===== src/rtl/mem_sp_clr.sv =====
// -----------------------------------------------------------------------------
// mem_sp_clr
//   Single-port RAM with registered read, read-valid strobe and a built-in
//   clear engine. After reset, or on request, the engine writes INIT_VAL to
//   every entry at one entry per cycle. While it runs, busy_o is high and all
//   access requests are dropped.
//
//   Optional build macro: MEM_PARITY_EN
//     Each entry stores one extra even-parity bit. par_inj_i inverts the stored
//     parity on a write. par_err_o flags a parity mismatch and is aligned with
//     rd_valid_o.
//
// Ports
//   clk          clock, rising edge
//   rst_n        asynchronous active-low reset
//   clr_i        request a full clear (only sampled when not busy)
//   busy_o       clear in progress
//   addr_i       access address
//   we_i         write enable
//   re_i         read enable
//   data_in_i    write data
//   data_out_o   registered read data, holds until the next accepted read
//   rd_valid_o   one-cycle strobe: data_out_o was updated this cycle
//   par_inj_i    (MEM_PARITY_EN) invert the stored parity on this write
//   par_err_o    (MEM_PARITY_EN) parity mismatch on the returned read
//
// States
//   state    | meaning
//   ST_CLEAR | engine writes INIT_VAL to mem[clr_ptr_q]; accesses are dropped
//   ST_READY | normal read/write access; clr_i restarts the clear
// -----------------------------------------------------------------------------
module mem_sp_clr #(
    parameter int              DW       = 10,
    parameter int              DEPTH    = 32,
    parameter logic [DW-1:0]   INIT_VAL = '0,
    localparam int             AW       = (DEPTH > 1) ? $clog2(DEPTH) : 1
) (
    input  logic          clk,
    input  logic          rst_n,
    input  logic          clr_i,
    output logic          busy_o,
    input  logic [AW-1:0] addr_i,
    input  logic          we_i,
    input  logic          re_i,
    input  logic [DW-1:0] data_in_i,
    output logic [DW-1:0] data_out_o,
    output logic          rd_valid_o
`ifdef MEM_PARITY_EN
    ,
    input  logic          par_inj_i,
    output logic          par_err_o
`endif
);

`ifdef MEM_PARITY_EN
    localparam int MW = DW + 1;
    // Parity bit sits above the data bits.
    localparam logic [MW-1:0] INIT_WORD = {^INIT_VAL, INIT_VAL};
`else
    localparam int MW = DW;
    localparam logic [MW-1:0] INIT_WORD = INIT_VAL;
`endif

    localparam logic [AW-1:0] LAST_PTR = AW'(DEPTH - 1);

    typedef enum logic {
        ST_CLEAR,
        ST_READY
    } state_t;

    state_t          state_q, state_d;
    logic [AW-1:0]   clr_ptr_q, clr_ptr_d;
    logic [DW-1:0]   data_out_q, data_out_d;
    logic            rd_valid_q, rd_valid_d;
`ifdef MEM_PARITY_EN
    logic            par_err_q, par_err_d;
`endif

    logic [MW-1:0]   mem [DEPTH];

    logic            mem_we;
    logic [AW-1:0]   mem_waddr;
    logic [MW-1:0]   mem_wdata;
    logic [MW-1:0]   wr_word;
    logic [MW-1:0]   rd_word;
    logic            addr_ok;

    // Only matters when DEPTH is not a power of two.
    assign addr_ok = (int'(addr_i) < DEPTH);

    // Out-of-range reads return all zeros, which also has consistent parity.
    assign rd_word = addr_ok ? mem[addr_i] : '0;

`ifdef MEM_PARITY_EN
    assign wr_word = {(^data_in_i) ^ par_inj_i, data_in_i};
`else
    assign wr_word = data_in_i;
`endif

    always_comb begin
        state_d    = state_q;
        clr_ptr_d  = clr_ptr_q;
        mem_we     = 1'b0;
        mem_waddr  = addr_i;
        mem_wdata  = wr_word;
        data_out_d = data_out_q;
        rd_valid_d = 1'b0;
`ifdef MEM_PARITY_EN
        par_err_d  = 1'b0;
`endif
        case (state_q)
            ST_CLEAR: begin
                mem_we    = 1'b1;
                mem_waddr = clr_ptr_q;
                mem_wdata = INIT_WORD;
                if (clr_ptr_q == LAST_PTR) begin
                    state_d   = ST_READY;
                    clr_ptr_d = '0;
                end else begin
                    clr_ptr_d = clr_ptr_q + AW'(1);
                end
            end
            ST_READY: begin
                if (clr_i) begin
                    // Clear wins over any access presented in the same cycle.
                    state_d   = ST_CLEAR;
                    clr_ptr_d = '0;
                end else begin
                    if (we_i && addr_ok) begin
                        mem_we = 1'b1;
                    end
                    if (re_i) begin
                        // Array write lands at the same edge, so this is read-first.
                        data_out_d = rd_word[DW-1:0];
                        rd_valid_d = 1'b1;
`ifdef MEM_PARITY_EN
                        par_err_d  = rd_word[DW] ^ (^rd_word[DW-1:0]);
`endif
                    end
                end
            end
            default: begin
                state_d   = ST_CLEAR;
                clr_ptr_d = '0;
            end
        endcase
    end

    always_ff @(posedge clk or negedge rst_n) begin
        if (!rst_n) begin
            state_q    <= ST_CLEAR;
            clr_ptr_q  <= '0;
            data_out_q <= '0;
            rd_valid_q <= 1'b0;
`ifdef MEM_PARITY_EN
            par_err_q  <= 1'b0;
`endif
        end else begin
            state_q    <= state_d;
            clr_ptr_q  <= clr_ptr_d;
            data_out_q <= data_out_d;
            rd_valid_q <= rd_valid_d;
`ifdef MEM_PARITY_EN
            par_err_q  <= par_err_d;
`endif
        end
    end

    // Array has no reset; the clear engine defines its content.
    always_ff @(posedge clk) begin
        if (mem_we) begin
            mem[mem_waddr] <= mem_wdata;
        end
    end

    assign busy_o     = (state_q == ST_CLEAR);
    assign data_out_o = data_out_q;
    assign rd_valid_o = rd_valid_q;
`ifdef MEM_PARITY_EN
    assign par_err_o  = par_err_q;
`endif

endmodule


===== config.mk =====
export PLATFORM = sky130hd
export DESIGN_NAME = mem_sp_clr
export DESIGN_NICKNAME = d
export VERILOG_FILES = /design/src/rtl/mem_sp_clr.sv
export SDC_FILE = /design/constraint.sdc
export NUM_CORES = 1
export LEC_CHECK = 0
export ABC_AREA = 1
export BUFFER_PORTS_ARGS = -buffer_cell sky130_fd_sc_hd__buf_4
export CORE_MARGIN = 5
export CORE_UTILIZATION = 50
export CTS_CLUSTER_DIAMETER = 60
export DETAILED_ROUTE_END_ITERATION = 8
export PLACE_DENSITY_LB_ADDON = 0.15
export SYNTH_ARGS = -nofsm -noshare
export SYNTH_HDL_FRONTEND = slang
export SYNTH_SLANG_ARGS = --single-unit
export TNS_END_PERCENT = 5

===== constraint.sdc =====
create_clock -name clk -period 2 [get_ports clk]
set_input_delay 0.2 -clock clk [delete_from_list [all_inputs] [get_ports clk]]
set_output_delay 0.2 -clock clk [all_outputs]
set_load 0.02 [all_outputs]

# Word-level counts from Yosys, hierarchy flattened
# Memories as Yosys holds them, arrays and structs flattened. A register that Yosys moved wholly into a read port is not among the register bits.
# Cells that the tools add are included.
[word_totals] mem_count=1 mem_bits_rw=320 ff_bits=7 in_bits=20
[classes] addsub=1 n_reduce_logical=2 bitwise_logic=2 n_mux=16 eq_ne=2
[mem_list] memory="mem" depth=32 width=10 read_ports=1 rd_clocked_by_memory_dff=1 wr=1 line_no="79" source="logic [MW-1:0] mem [DEPTH];"
[op_table] operator="2-to-1 mux 5 bit" n=3
[op_table] operator="2-to-1 mux 10 bit" n=1
[op_table] operator="one-hot mux 5 bit (2 select lines)" n=1
[op_table] operator="2-to-1 mux 1 bit" n=9
[op_table] operator="adder 5 x 1 -> 5 bit, second input constant" n=1
[op_table] operator="equality test 5 bit, second input constant" n=1
[op_table] operator="one-hot mux 1 bit (2 select lines)" n=2
[op_table] operator="AND reduction 3 bit" n=1
[op_table] operator="!= test 2 bit, second input constant" n=1
[op_table] operator="NOT 1 bit" n=2
[op_table] operator="logical NOT 1 bit" n=1

# Depth between registers and ports, before layout
[logic_depth] ltp_word=5 mapped_depth=12

# Worst setup path before layout
# Ideal clock, no wire load.
[synth_path] kind="flip-flop to flip-flop" start="reg state_q" end="mem mem[5][0] (netlist bit), enable pin" slack_ps=11 path_buffers=1 path_stages_with_launch=7 t_required_ps=1624 setup_time_ps=376 t_arrival_ps=1613 period_less_slack_ps=1989 cell_sequence="dfrtp_1 -> buf_2 -> o21ai_0 -> inv_1 -> nor2_1 -> nand2_1 -> nor2_1"
[synth_via] elab_chain_len=4 elab_cells_between_ends=5
[synth_rtl] element="from (decl)" line_no="71" source="state_t state_q, state_d;"
[synth_rtl] element="from (signal assigned)" line_no="159" source="state_q <= state_d;"
[synth_rtl] element="NOT 1 bit"
[synth_rtl] element="one-hot mux 1 bit (2 select lines)" line_no="111" source="case (state_q)"
[synth_rtl] element="2-to-1 mux 1 bit" line_no="171" source="if (mem_we) begin"
[synth_rtl] element="2-to-1 mux 1 bit (not written as such)" line_no="172" source="mem[mem_waddr] <= mem_wdata;"
[synth_rtl] element="to (decl)" line_no="79"
# Parallel ways exist; a longest one is shown, timed or not.

# Final worst setup path
[layout_path] start="reg state_q" end="mem mem[6][0] (netlist bit), enable pin"
# Same word-level chain as after synthesis.

==> results.json <==
{
  "run_status": "complete, no violations",
  "reg2reg_from": "state_q",
  "synth_top_cell_by_area": "edfxtp_1",
  "yosys.area.top_type_share_pct": 69.41,
  "crit_top_cell": "buf_4",
  "worstPathMaxFanout": 11,
  "antenna_found_initial": 0,
  "port-buffer-count": 31,
  "drive_above_1_share_pct": 13.06,
  "die_h_microns": 176.4,
  "avgRoutedWirePerCell_microns": 20.13,
  "hold_ws_ns": 0.1507,
  "power.density_nw_per_um2": 1246,
  "hold_class": "in -> async",
  "fin_crit_ns": 1.932,
  "start_util_pct": 50.25,
  "slew_headroom_pct": 65.77,
  "avgSynthCellArea_sq_um": 11.39,
  "finalWeightedCongestion": 0.9368,
  "drv_slew": 0,
  "post-dp-hpwl_microns": 20450,
  "required_ns": 2.21,
  "ys_types": 22,
  "report.final.hold_viol_count": 0,
  "critPathMaxStageDelay_ns": 0.45,
  "dp.cells": 1641,
  "leakage_nw": 6.278,
  "insertion_delay_ns": 0.51,
  "arrival_ns": 2.14,
  "cts-htree-levels": 2,
  "core_sq_um": 27550,
  "synth_area_sq_um": 13840,
  "crit_buf_inv": 4,
  "cts_tree": "yes",
  "worstPathCellList": "buf_4 > buf_4 > a21oi_4 > nand3_1 > buf_4 > nor2_1 > buf_4",
  "drt_iter0_markers": 909,
  "clk_path_buf_depth": 3,
  "yosys-top-cells-area": "edfxtp_1 (69%), nand2_1 (12%), nand3_1 (9.9%), dfrtp_1 (3.1%), buf_2 (1.2%)",
  "grt_usage_pct": 22.47,
  "num_rows": 61,
  "viasPerCell": 5.315,
  "die_x_microns": 176.4,
  "die_area_sq_um": 31120,
  "synthToLayoutAreaGrowth_pct": 16.75,
  "critPathLaunchType": "register",
  "grt_start_max_net_pins": 102,
  "ys.warnings.count": 0,
  "crit_path_end_kind": "register",
  "wirelength_microns": 34280,
  "diodes": 0,
  "crit_start": "state_q",
  "setup_tns_ns": 0,
  "ys_top_cells_by_count": "nand2_1 (447), edfxtp_1 (320), nand3_1 (274), nor2_1 (41), buf_2 (33)",
  "finalSetupViolCount": 0,
  "fillers": 2249,
  "synth_fp_nets": 1237,
  "utilization_pct": 58.66,
  "grt_pass1_vias": 9052,
  "clkSinkCount": 337,
  "cp_slowest_cell": "dfrtp_2",
  "skew_ns": 0.01260,
  "globalRouteOverflowTotal": 0,
  "critPathTopFamily": "buffers and inverters",
  "finalCritPeriodShare_pct": 96.62,
  "drcViolationCount": 0,
  "cts_inserted_buffers": 35,
  "async_reset_ff_share_pct": 5.045,
  "irDropWorstVdd_mv": 0.7125,
  "post-cts-setup-buffers": 0,
  "grt_pass1_wl_microns": 53270,
  "yosysSeqAreaShare_pct": 72.48,
  "max_cap_viol_count": 0,
  "multi_input_area_sq_um": 3332,
  "synthCells": 1215,
  "seq_area_sq_um": 10040,
  "ys_ff_latch": 337,
  "dr.pass1.iters": 5,
  "synth_flop_cell": "edfxtp_1",
  "synth_edf_count": 320,
  "nets": 1325,
  "io_pins": 32,
  "final_antenna_net_count": 0,
  "cts.reportedPaths.clkPinSlew_ns": 0.06,
  "synth_most_common_cell": "nand2_1",
  "fin_cells": 1703,
  "worst_slew_pin_slew_ns": 0.5081,
  "timing.fmax_ghz": 0.5175,
  "vias": 9051,
  "critPathKind": "reg -> reg",
  "cts-root-buf": "clkbuf_16"
}
## cell type report
type / count / share of cell area, %
sequential: 337 / 62.09
timing repair buffer: 122 / 7.037
inverter: 29 / 0.6890
multi-input combinational: 778 / 20.61
tap: 378 / 2.926
clock inverter: 13 / 0.5806
clock buffer: 46 / 6.061
## through the flow
step,total power (W),setup slack [ns],instance area (sq um)
4_1_cts,0.02021,0.06594,16130
6_report,0.02013,0.06762,16160
3_5_place_dp,0.01409,0.07370,15040
2_1_floorplan,0.01188,0.01052,13840
5_1_grt,0.02101,-0.02206,16160
3_3_place_gp,0.01401,0.09907,15040
## registers in the layout, indices dropped and copies added (netlist names)
name,cells
state_q,1
mem,320
clr_ptr_q,5
data_out_o,10
rd_valid_o,1
## worst paths after layout
kind                            slack [ns]  cells past startpoint             to
worst max-delay path                  0.07                      7      mem[6][0]
worst min-delay path                  0.15                      2  data_out_o[7]
worst max register to register        0.07                      7      mem[6][0]
max in group asynchronous             1.60                      2        state_q
min in group clk                      0.21                      3     rd_valid_o
worst min register to register        0.55                      1   clr_ptr_q[0]
## metal layers
layer / track usage [%] / wire, microns / vias to the layer above
met3: 3.233 / 2064 / 44
met5: 0 / 0 / -
li1: - / - / 4378
met1: 33.18 / 15320 / 4331
met4: 4.384 / 538 / 0
met2: 36.32 / 16350 / 298
## worst reg2reg max path, delay by kind of cell (launching register included)
kind,cells,cell delay [ns]
compound gates,1,0.19
simple gates,2,0.22
flops,1,0.45
buf+inv,4,0.78
## layout by cell type (no fill, tap or decap), types with 2 or more instances in the layout
cell type	instances
nand2_1	447
edfxtp_1	320
nand3_1	273
buf_4	102
nor2_1	40
clkbuf_16	37
inv_1	27
buf_12	17
dfrtp_1	16
o21ai_0	7
clkbuf_1	7
clkinv_1	5
clkinvlp_4	4
clkinv_2	3
o22ai_1	2
ha_1	2
clkbuf_8	2
dlygate4sd3_1	2
## cell families after synthesis
| family | share of synthesized area [%] |
|---|---|
| AO/OA/AOI/OAI | 0.5060 |
| XOR/XNOR | 0.06327 |
| adder cells (fa/ha/maj) | 0.1807 |
| buffers and inverters | 3.597 |
| flip-flops | 72.48 |
| AND/OR/NAND/NOR | 23.17 |
## report_power, final
part	total [W]	internal [W]	switching, W
clock	0.00612	0.00357	0.00256
combinational	0.00428	0.00139	0.00289
sequential	0.00973	0.00934	0.000382
total	0.0201	0.0143	0.00583
## what timing repair did
action                                  4_1_cts  5_1_grt
hold buffers                                  2        0
endpoints found under the setup margin        0      108
gates resized for setup                       0        8
endpoints found under the hold margin        18        0
Power figures use the tool's default switching activity.
